<file path="src/rtl/uart_tx.sv">
// UART transmitter: start bit, LSB-first data, optional parity, one stop bit.
// All bit transitions are paced by the shared baud tick TX_tick.
//
// state  | meaning
// IDLE   | line high, waiting for DATA_VALID
// ARMED  | frame latched, waiting for the first tick to start the start bit
// START  | start bit (0) on the line
// DATA   | data bits, LSB first
// PARITY | parity bit on the line
// STOP   | stop bit (1); a tick here may accept the next frame back-to-back
module uart_tx #(
    parameter int DATA_WIDTH = 8
) (
    input  logic                  CLK,
    input  logic                  RST,
    input  logic                  TX_tick,
    input  logic [DATA_WIDTH-1:0] P_DATA,
    input  logic                  DATA_VALID,
    input  logic                  PAR_EN,
    input  logic                  PAR_TYP,
    output logic                  TX_OUT,
    output logic                  BUSY
);

    localparam int CW = (DATA_WIDTH > 1) ? $clog2(DATA_WIDTH) : 1;

    typedef enum logic [2:0] {
        S_IDLE   = 3'd0,
        S_ARMED  = 3'd1,
        S_START  = 3'd2,
        S_DATA   = 3'd3,
        S_PARITY = 3'd4,
        S_STOP   = 3'd5
    } state_t;

    state_t                r_state;
    state_t                w_next;
    logic [DATA_WIDTH-1:0] r_shift;
    logic [CW-1:0]         r_cnt;
    logic                  r_par_en;
    logic                  r_par_bit;
    logic                  w_accept;
    logic                  w_last_bit;
    logic                  w_tx_next;
    logic                  w_busy_next;

    assign w_accept   = DATA_VALID &&
                        ((r_state == S_IDLE) || ((r_state == S_STOP) && TX_tick));
    assign w_last_bit = (r_cnt == CW'(DATA_WIDTH - 1));

    // State register.
    always_ff @(posedge CLK or negedge RST) begin
        if (!RST) begin
            r_state <= S_IDLE;
        end else begin
            r_state <= w_next;
        end
    end

    // Next-state logic; every transition except IDLE->ARMED waits for a tick.
    always_comb begin
        w_next = r_state;
        case (r_state)
            S_IDLE:   if (w_accept) w_next = S_ARMED;
            S_ARMED:  if (TX_tick) w_next = S_START;
            S_START:  if (TX_tick) w_next = S_DATA;
            S_DATA:   if (TX_tick && w_last_bit) w_next = r_par_en ? S_PARITY : S_STOP;
            S_PARITY: if (TX_tick) w_next = S_STOP;
            S_STOP:   if (TX_tick) w_next = w_accept ? S_START : S_IDLE;
            default:  w_next = S_IDLE;
        endcase
    end

    // Output decode from the next state so TX_OUT and BUSY come straight from flops.
    always_comb begin
        w_tx_next   = 1'b1;
        w_busy_next = (w_next != S_IDLE);
        case (w_next)
            S_START:  w_tx_next = 1'b0;
            // A tick in DATA shifts the register, so the upcoming bit is at index 1.
            S_DATA:   w_tx_next = ((r_state == S_DATA) && TX_tick) ? r_shift[1] : r_shift[0];
            S_PARITY: w_tx_next = r_par_bit;
            default:  w_tx_next = 1'b1;
        endcase
    end

    // Registered line and busy outputs.
    always_ff @(posedge CLK or negedge RST) begin
        if (!RST) begin
            TX_OUT <= 1'b1;
            BUSY   <= 1'b0;
        end else begin
            TX_OUT <= w_tx_next;
            BUSY   <= w_busy_next;
        end
    end

    // Frame capture on accept, then shift one bit per tick during DATA.
    always_ff @(posedge CLK or negedge RST) begin
        if (!RST) begin
            r_shift   <= '0;
            r_par_en  <= 1'b0;
            r_par_bit <= 1'b0;
        end else if (w_accept) begin
            r_shift   <= P_DATA;
            r_par_en  <= PAR_EN;
            r_par_bit <= (^P_DATA) ^ PAR_TYP;
        end else if ((r_state == S_DATA) && TX_tick) begin
            r_shift   <= r_shift >> 1;
        end
    end

    // Bit counter: counts data bits, held at zero outside DATA.
    always_ff @(posedge CLK or negedge RST) begin
        if (!RST) begin
            r_cnt <= '0;
        end else if (r_state != S_DATA) begin
            r_cnt <= '0;
        end else if (TX_tick) begin
            r_cnt <= r_cnt + CW'(1);
        end
    end

endmodule
</file>
<file path="config.mk">
export PLATFORM = sky130hd
export DESIGN_NAME = uart_tx
export DESIGN_NICKNAME = d
export VERILOG_FILES = /design/src/rtl/uart_tx.sv
export SDC_FILE = /design/constraint.sdc
export NUM_CORES = 1
export LEC_CHECK = 0
export ABC_AREA = 1
export BUFFER_PORTS_ARGS = -buffer_cell sky130_fd_sc_hd__clkbuf_2
export CORE_MARGIN = 1
export CORE_UTILIZATION = 30
export DETAILED_ROUTE_END_ITERATION = 16
export SETUP_SLACK_MARGIN = 0.5
export SYNTH_ARGS = -nofsm -noshare
export SYNTH_HDL_FRONTEND = slang
export SYNTH_SLANG_ARGS = --single-unit
</file>
<file path="constraint.sdc">
create_clock -name CLK -period 1.6 [get_ports CLK]
set_input_delay 0.32 -clock CLK [delete_from_list [all_inputs] [get_ports CLK]]
set_output_delay 0.32 -clock CLK [all_outputs]
set_load 0.05 [all_outputs]
</file>
Word level (Yosys, flattened, before mapping) --
Cells that the tools add are included.
Word-level totals: bits in registers 18, input port bits 14, output and inout bits 2
Cells by class: add/subtract/negate cells 1, eq/ne operators 10, muxes and demuxes 15, bitwise logic cells 1, reductions and logical operators 10
Operators with widths (number):
- 3-bit two-way mux | 8
- 3-bit one-hot mux with 6 select lines | 1
- 8-bit two-way mux | 2
- 3-bit by 2-bit equality test with 1-bit output, second input constant | 4
- 3-bit equality test, second input constant | 4
- 8-bit XOR reduction | 1
- 1-bit logical AND | 4
- 2-bit nonzero test | 2
- 3-bit by 1-bit adder with 3-bit output, second input constant | 1
- 3-bit by 1-bit equality test with 1-bit output, second input constant | 1
- 3-bit zero test | 1
- 3-bit by 2-bit inequality test with 1-bit output, second input constant | 1
- 1-bit one-hot mux with 3 select lines | 1
- 3-bit nonzero test | 1
- 1-bit two-way mux | 2
- 2-bit two-way mux | 1
- 1-bit logical OR | 1
- 1-bit bitwise XOR | 1

Logic depth before layout (Yosys ltp) --
Gate-level depths: netlist (run 1).
word-level depth 9, mapped depth 10, gate-level depth less buffers 10

Worst setup path before layout (run 1) --
OpenSTA, ideal clock, no wires.
path kind register to register, from reg r_cnt[0], to reg TX_OUT, setup time 0.067 ns, data arrival time 1.253 ns, required time 1.533 ns, path slack 0.280 ns, stages on the path, launching flop included 10, cell sequence dfrtp_1 > ha_1 > ha_1 > nand2_1 > nand2_1 > a21oi_1 > nand2_2 > nor2_1 > nor2_1 > nor2_1
On the way: longest elaborated chain between the ends 6, elaborated cells between the ends (all ways) 8, those cells by class 4 x eq/ne; 3 x mux; 1 x reduce/logical
Ends and longest elaborated chain:
- start, declared | line 39 | logic [CW-1:0] r_cnt;
- start signal, assigned | line 120 | r_cnt <= r_cnt + CW'(1);
- 3-bit equality test * | line 49 | assign w_last_bit = (r_cnt == CW'(DATA_WIDTH - 1));
- 1-bit logical AND * | line 67 | S_DATA: if (TX_tick && w_last_bit) w_next = r_par_en ? S_PARITY : S_STOP;
- 3-bit two-way mux * | line 67
- 3-bit one-hot mux with 6 select lines * | line 63 | case (r_state)
- 3-bit equality test / 3-bit by 2-bit equality test with 1-bit output (equally long branches) | line 78 | case (w_next)
- 1-bit one-hot mux with 3 select lines * | line 78
- named net w_tx_next | line 44 | logic w_tx_next;
- end signal, assigned | line 93 | TX_OUT <= w_tx_next;
- end, declared | line 21 | output logic TX_OUT,
The timed path passes the listed nets; every way through them passes the cells marked *. A chain may end at the register's enable or synchronous reset.

Worst setup path after layout (run 1) --
Same ends and word-level chain as after synthesis.

==> results of run 1 <==
[kinds of logic (layout without fill, tap and decap cells)]
family          Yosys count  in the layout  share of synthesized area
simple gates             71             71                      0.309
buf+inv                  25             53                     0.0956
flops                    18             18                      0.454
compound gates           15             15                      0.107
fa+ha+maj                 2              2                     0.0252
xor+xnor                  1              1                    0.00881
[layer usage]
metal | vias to the layer above | part of all wire
met1 | 433 | 0.43
met4 | 0 | 0.024
met5 | - | 0
li1 | 468 | -
met3 | 5 | 0.023
met2 | 16 | 0.52
[timing repair]
item	in CTS	in global routing
resized for setup	34	16
setup buffers	6	2
pin swaps	10	3
endpoints found under the hold margin	17	0
endpoints found under the setup margin	19	19
hold buffers	1	0
[cells in the mapped netlist, types with 3 or more instances]
| cell | count |
|---|---|
| nand2_1 | 50 |
| inv_1 | 22 |
| dfrtp_1 | 17 |
| nor2_1 | 7 |
| nand3_1 | 6 |
| o21ai_0 | 4 |
| nand2_2 | 3 |
| o221ai_1 | 3 |
[area by class of cell]
cell class	count	area, µm²
well taps	44	55.1
clock buffers	4	26.3
fillers	334	1700
inverters	25	109
repair buffers	24	184
flip-flops and latches	18	454
multi-input cells	89	573
[how the worst min path moves through the flow]
stage	cells after the start	endpoint	slack, ps
6_report	3	r_par_en	220
5_1_grt	3	r_par_en	230
3_3_place_gp	1	r_shift[4]	280
3_5_place_dp	1	r_shift[3]	290
4_1_cts	3	r_par_en	220
2_1_floorplan	0	BUSY	20
[power breakdown]
group,total (mW),switching [mW],internal [mW]
Sequential,0.766,0.133,0.632
Clock,0.226,0.129,0.0969
Combinational,0.958,0.532,0.426
[per-stage QoR]
step | worst slack (ps) | cell area, µm² | instances
2_1_floorplan | 329 | 1020 | 132
3_3_place_gp | 270 | 1150 | 191
3_5_place_dp | 216 | 1150 | 191
4_1_cts | 249 | 1350 | 202
5_1_grt | 136 | 1400 | 204
6_report | 264 | 1400 | 204
[critical path, cell delays in order, from the launching register on]
cell	delay [ps]
dfrtp_1	400
ha_2	200
ha_4	160
nand2_2	60
nand2_2	50
a21oi_2	120
nand2_2	80
nand2_2	70
nor2_1	40
nor2_1	90
[state kept, by name, summed over array words and instances, names as in the netlist]
signal / flops
BUSY: 1
TX_OUT: 1
r_cnt: 3
r_par_bit: 1
r_par_en: 1
r_shift: 8
r_state: 3
==> metrics.md, run 1 <==
| Metric | Value |
|---|---|
| Clk_skew | 6.86 ps |
| Critical Path Source Type | flop |
| Row cnt | 20 |
| Finished Core Util | 0.452 |
| Reg-to-Reg Start | r_cnt[0] |
| Placer Congestion | 0.751 |
| H-tree lvl count | 1 |
| Via-per-instance ratio | 4.52 |
| Fin crit share | 0.835 |
| Register area share after synthesis | 0.454 |
| # clock sinks | 18 |
| Layout cells sized above 1 | 0.406 |
| Hold Slack | 219 ps |
| Yosys warns | 0 |
| Commonest non-fill, non-tap cell in the layout | nand2_1 |
| Met2 Use GR | 0.260 |
| Num CTS Buffers | 3 |
| Post-synth top area cell | dfrtp_1 |
| Worst-margin pin slew | 435 ps |
| Synth async-reset ratio | 1.00 |
| P per Cell Area | 1390 mW/mm² |
| Met3 Usage GRT | 0.0218 |
| First-pass GRT wire length | 3.79 mm |
| Vias in the first global route | 928 |
| CTS tree | built |
| Syn avg cell area | 7.54 µm² |
| Busiest layer in global routing | met2 |
| RSZ-0062 raised after global routing | true |
| Critical Path AT | 1560 ps |
| Yosys top cell area share | 0.428 |
| I/O pin count | 16 |
| Crit path to | TX_OUT |
| Clk root buf | clkbuf_4 |
| Port bufs | 15 |
| Starting Density | 0.321 |
| Slew headroom | 0.710 |
| Final min period | 1340 ps |
| Type of the worst min-delay path | in -> reg |
| Reg clk slew, reported paths | 100 ps |
| All-Layer GR Usage | 0.147 |
| FF-to-FF path depth | 9 |
| Max VDD drop | 430 µV |
| Final net count | 177 |
| Synth Instances | 132 |
| Routed Antenna Nets | 0 |
| Mapped Area | 995 µm² |
| Total Wirelength | 2.10 mm |
| Die X-Extent | 59.6 µm |
| FMAX | 0.748 GHz |
| GRT overflow | 0 |
| Setup CP Type | reg -> reg |
| Worst r2r dst | TX_OUT |
| N_diodes | 0 |
| Pre-antenna DRT Iters | 4 |
| Via Count | 922 |
| Largest net degree at the start of global routing | 19 |
| Synth area leaders | dfrtp_1, nand2_1, inv_1 |
| Synth cell types | 23 |
| Synthesis-stage register bit count | 18 |
| Synth Flop Type | dfrtp_1 |
| CP Capture Type | flop |
| Post-synth EDFFs | 0 |
| Die height | 59.6 µm |
| Worst Hold Launch | PAR_EN |
| Overall power | 1.95 mW |
| Total leakage power | 0.711 nW |
| Endpoints failing setup | 0 |
| Crit path from | r_cnt[0] |
| Drt drc | 0 |
| WL/cell | 10.3 µm |
| Max Slew Vio Count | 0 |
| DRT iter0 DRCs | 12 |
| DPL Wire Length | 1.55 mm |
| Clk_lat worst skew | 290 ps |
| Fin. Hold Viols | 0 |
| Setup_tns | 0 ps |
| Die ar. | 0.00355 mm² |
| Most frequent cells in the layout | nand2_1, inv_1, dfrtp_1, clkbuf_2, nand2_2 |
| Worst path required time | 1820 ps |
| Critical path fanouts, max | 3 |
| Area growth syn-to-layout | 40.9% |
| Initial antenna violation count | 0 |
| Met1 GRT Util | 0.166 |
| Max_cap viols | 0 |
| Worst reg2reg setup slack | 260 ps |
| Core ar. | 0.00310 mm² |
| Clock tree buffer depth | 2 |
| Mapped Nets | 148 |
| Outcome | completed |
(Power assumes the default switching activity.)
==> run 2, diff against run 1 <==
==> constraint.sdc (replaced) <==
create_clock -name CLK -period 1.1 [get_ports CLK]
set_input_delay 0.22 -clock CLK [delete_from_list [all_inputs] [get_ports CLK]]
set_output_delay 0.22 -clock CLK [all_outputs]
set_load 0.05 [all_outputs]
==> metrics.md, run 2 (synthesis gave the netlist of run 1 again) <==
| Metric | Value |
|---|---|
| Clock power share | 0.106 (-0.010) |
| Initial antenna violation count | 0 (unchanged) |
| Outcome | complete, but fails checks |
| Vias in the first global route | 940 (+1.3%) |
| Number of cells after detailed placement | 204 (+6.8%) |
| Worst path required time | 1330 ps (-490 ps) |
| Total Wirelength | 2.54 mm (+21%) |
| DRT iter0 DRCs | 25 (+13) |
| N_diodes | 0 (unchanged) |
| Most frequent cells in the layout | nand2_1, inv_1, dfrtp_1, clkbuf_2, buf_4 |
| Internal power | 1.97 mW (+70%) |
| Starting Density | 0.321 (unchanged) |
| I/O pin count | 16 (unchanged) |
| Fin cells | 216 (+5.9%) |
| Num CTS Buffers | 3 (unchanged) |
| CP Buf/Inv Count | 0 (unchanged) |
| Largest net degree at the start of global routing | 19 (unchanged) |
| Failing checks | negative hold slack, negative setup slack |
| Biggest register | r_shift |
| Commonest non-fill, non-tap cell in the layout | nand2_1 |
| Max Slew Vio Count | 0 (unchanged) |
| CTS tree | built |
| Slew headroom | 0.701 (-0.00917) |
| Sw Pwr | 1.34 mW (+68%) |
| Critical Path Source Type | flop |
| Setup ws final | -289 ps (-553 ps) |
| Type of the worst min-delay path | in -> async |
| Met1 GRT Util | 0.173 (+0.00729) |
| Final min period | 1390 ps (+52.7 ps) |
| Worst-margin pin slew | 449 ps (+13.8 ps) |
| Reg clk slew, reported paths | 100 ps (about the same) |
| Max_cap viols | 0 (unchanged) |
| CP Capture Type | flop |
| Busiest layer in global routing | met2 |
| First-pass GRT wire length | 3.84 mm (+1.3%) |
| Row cnt | 20 (unchanged) |
| Layout cells sized above 1 | 0.494 (+0.0879) |
| Hold Slack | -155 ps (-374 ps) |
| P per Cell Area | 2100 mW/mm² (+51%) |
| WL/cell | 11.7 µm (+14%) |
| Port bufs | 15 (unchanged) |
| Switching Fraction | 0.405 (-0.00309) |
| Max stage delay cell, worst path | dfrtp_1 |
| H-tree lvl count | 1 (unchanged) |
| Placer Congestion | 0.752 (about the same) |
| Sequential Power Share | 0.339 (-0.054) |
| Routed Antenna Nets | 0 (unchanged) |
| DPL Wire Length | 1.79 mm (+15%) |
| Worst r2r dst | TX_OUT |
| Clock tree buffer depth | 2 (unchanged) |
| Top Registers | r_shift: 8 flops, r_cnt: 3 flops, r_state: 3 flops |
| Setup CP Type | reg -> reg |
| Top delay family on crit path | flip-flops |
| Met2 Use GR | 0.266 (+0.00642) |
| Via-per-instance ratio | 4.46 (-1.4%) |
| Clk_lat worst skew | 300 ps (about the same) |
| Via Count | 963 (+4.4%) |
| Fillers | 308 (-7.8%) |
| Fin crit share | 1.26 (+0.428) |
| Die X-Extent | 59.6 µm (unchanged) |
| Die height | 59.6 µm (unchanged) |
| FMAX | 0.720 GHz (-3.8%) |
| # clock sinks | 18 (unchanged) |
| Endpoints failing setup | 18 (+18) |
| Area growth syn-to-layout | 58.2% |
| Drt drc | 0 (unchanged) |
| Reg-to-Reg Start | r_cnt[1] |
| Critical-path cell list | ha_4, ha_4, nand2_1, nand2_1, a21oi_2, nand2_2, nand2_2, nor2_1, nor2_1 |
| Fin. Hold Viols | 17 (+17) |
| Final net count | 189 (+6.8%) |
| Pre-antenna DRT Iters | 4 (unchanged) |
| FF-to-FF path depth | 9 (unchanged) |
| Critical Path AT | 1620 ps (+60 ps) |
| Pre-CTS setup slack | -260 ps (-476 ps) |
| All-Layer GR Usage | 0.147 (+0.000245) |
| Clk_skew | 3.78 ps (-3.08 ps) |
| GRT overflow | 0 (unchanged) |
| RSZ-0062 raised after global routing | true |
| Met3 Usage GRT | 0.0197 (-0.00218) |
| Total leakage power | 0.818 nW (+15%) |
| Die ar. | 0.00355 mm² (unchanged) |
| Max FFs per register | 8 (unchanged) |
| Core ar. | 0.00310 mm² (unchanged) |
| Clk root buf | clkbuf_4 |
| Worst reg2reg setup slack | -290 ps (-550 ps) |
| Critical Path Max Stage Delay | 430 ps (+30 ps) |
| Critical path fanouts, max | 3 (unchanged) |
| Finished Core Util | 0.507 (+0.0556) |
| Combinational share of power | 0.555 (+0.063) |
| Max VDD drop | 557 µV (+29%) |
run 2: layout make-up:
cell class | instances | area (µm²) | share of cell area
multi-input cells | 89 | 619 | 0.393
flip-flops and latches | 18 | 454 | 0.289
repair buffers | 36 | 305 | 0.194
inverters | 25 | 114 | 0.0723
well taps | 44 | 55.1 | 0.0350
clock buffers | 4 | 26.3 | 0.0167
run 2: how the worst max path moves through the flow:
stage             start      to  cells past startpoint
2_1_floorplan  r_cnt[0]  TX_OUT                      9
5_1_grt        r_cnt[1]  TX_OUT                      9
6_report       r_cnt[1]  TX_OUT                      9
4_1_cts        r_cnt[1]  TX_OUT                      9
3_5_place_dp   r_cnt[1]  TX_OUT                      9
3_3_place_gp   r_cnt[1]  TX_OUT                      9
run 2: per-layer routing:
layer / part of all wire / vias to the layer above
met1: 0.43 / 448
met2: 0.52 / 19
met3: 0.034 / 5
met4: 0.015 / 0
met5: 0 / -
li1: - / 491
run 2: power groups by stage:
stage                     registers [mW]  clock network (mW)  logic (mW)
final                               1.12               0.351        1.84
after global routing                1.15               0.379        2.00
after CTS                           1.07               0.353        1.39
after detailed placement            1.06                   0        1.17
after global placement              1.05                   0        1.12
after floorplan                     1.13                   0       0.659
run 2: per-stage QoR:
stage | cell area [µm²] | hold slack, ps | TNS (ps) | power, mW
global route | 1570 | -132 | -3100 | 3.53
global placement | 1260 | 179 | -1200 | 2.18
detailed placement | 1260 | 190 | -2020 | 2.24
finish | 1570 | -155 | -2300 | 3.31
CTS | 1360 | -140 | -1610 | 2.81
floorplan | 1030 | -75.6 | -568 | 1.79
run 2: what timing repair did:
action | CTS | global route
resized for setup | 16 | 46
pin swaps | 5 | 10
endpoints found under the hold margin | 17 | 17
setup buffers | 2 | 6
setup endpoints to repair | 20 | 20
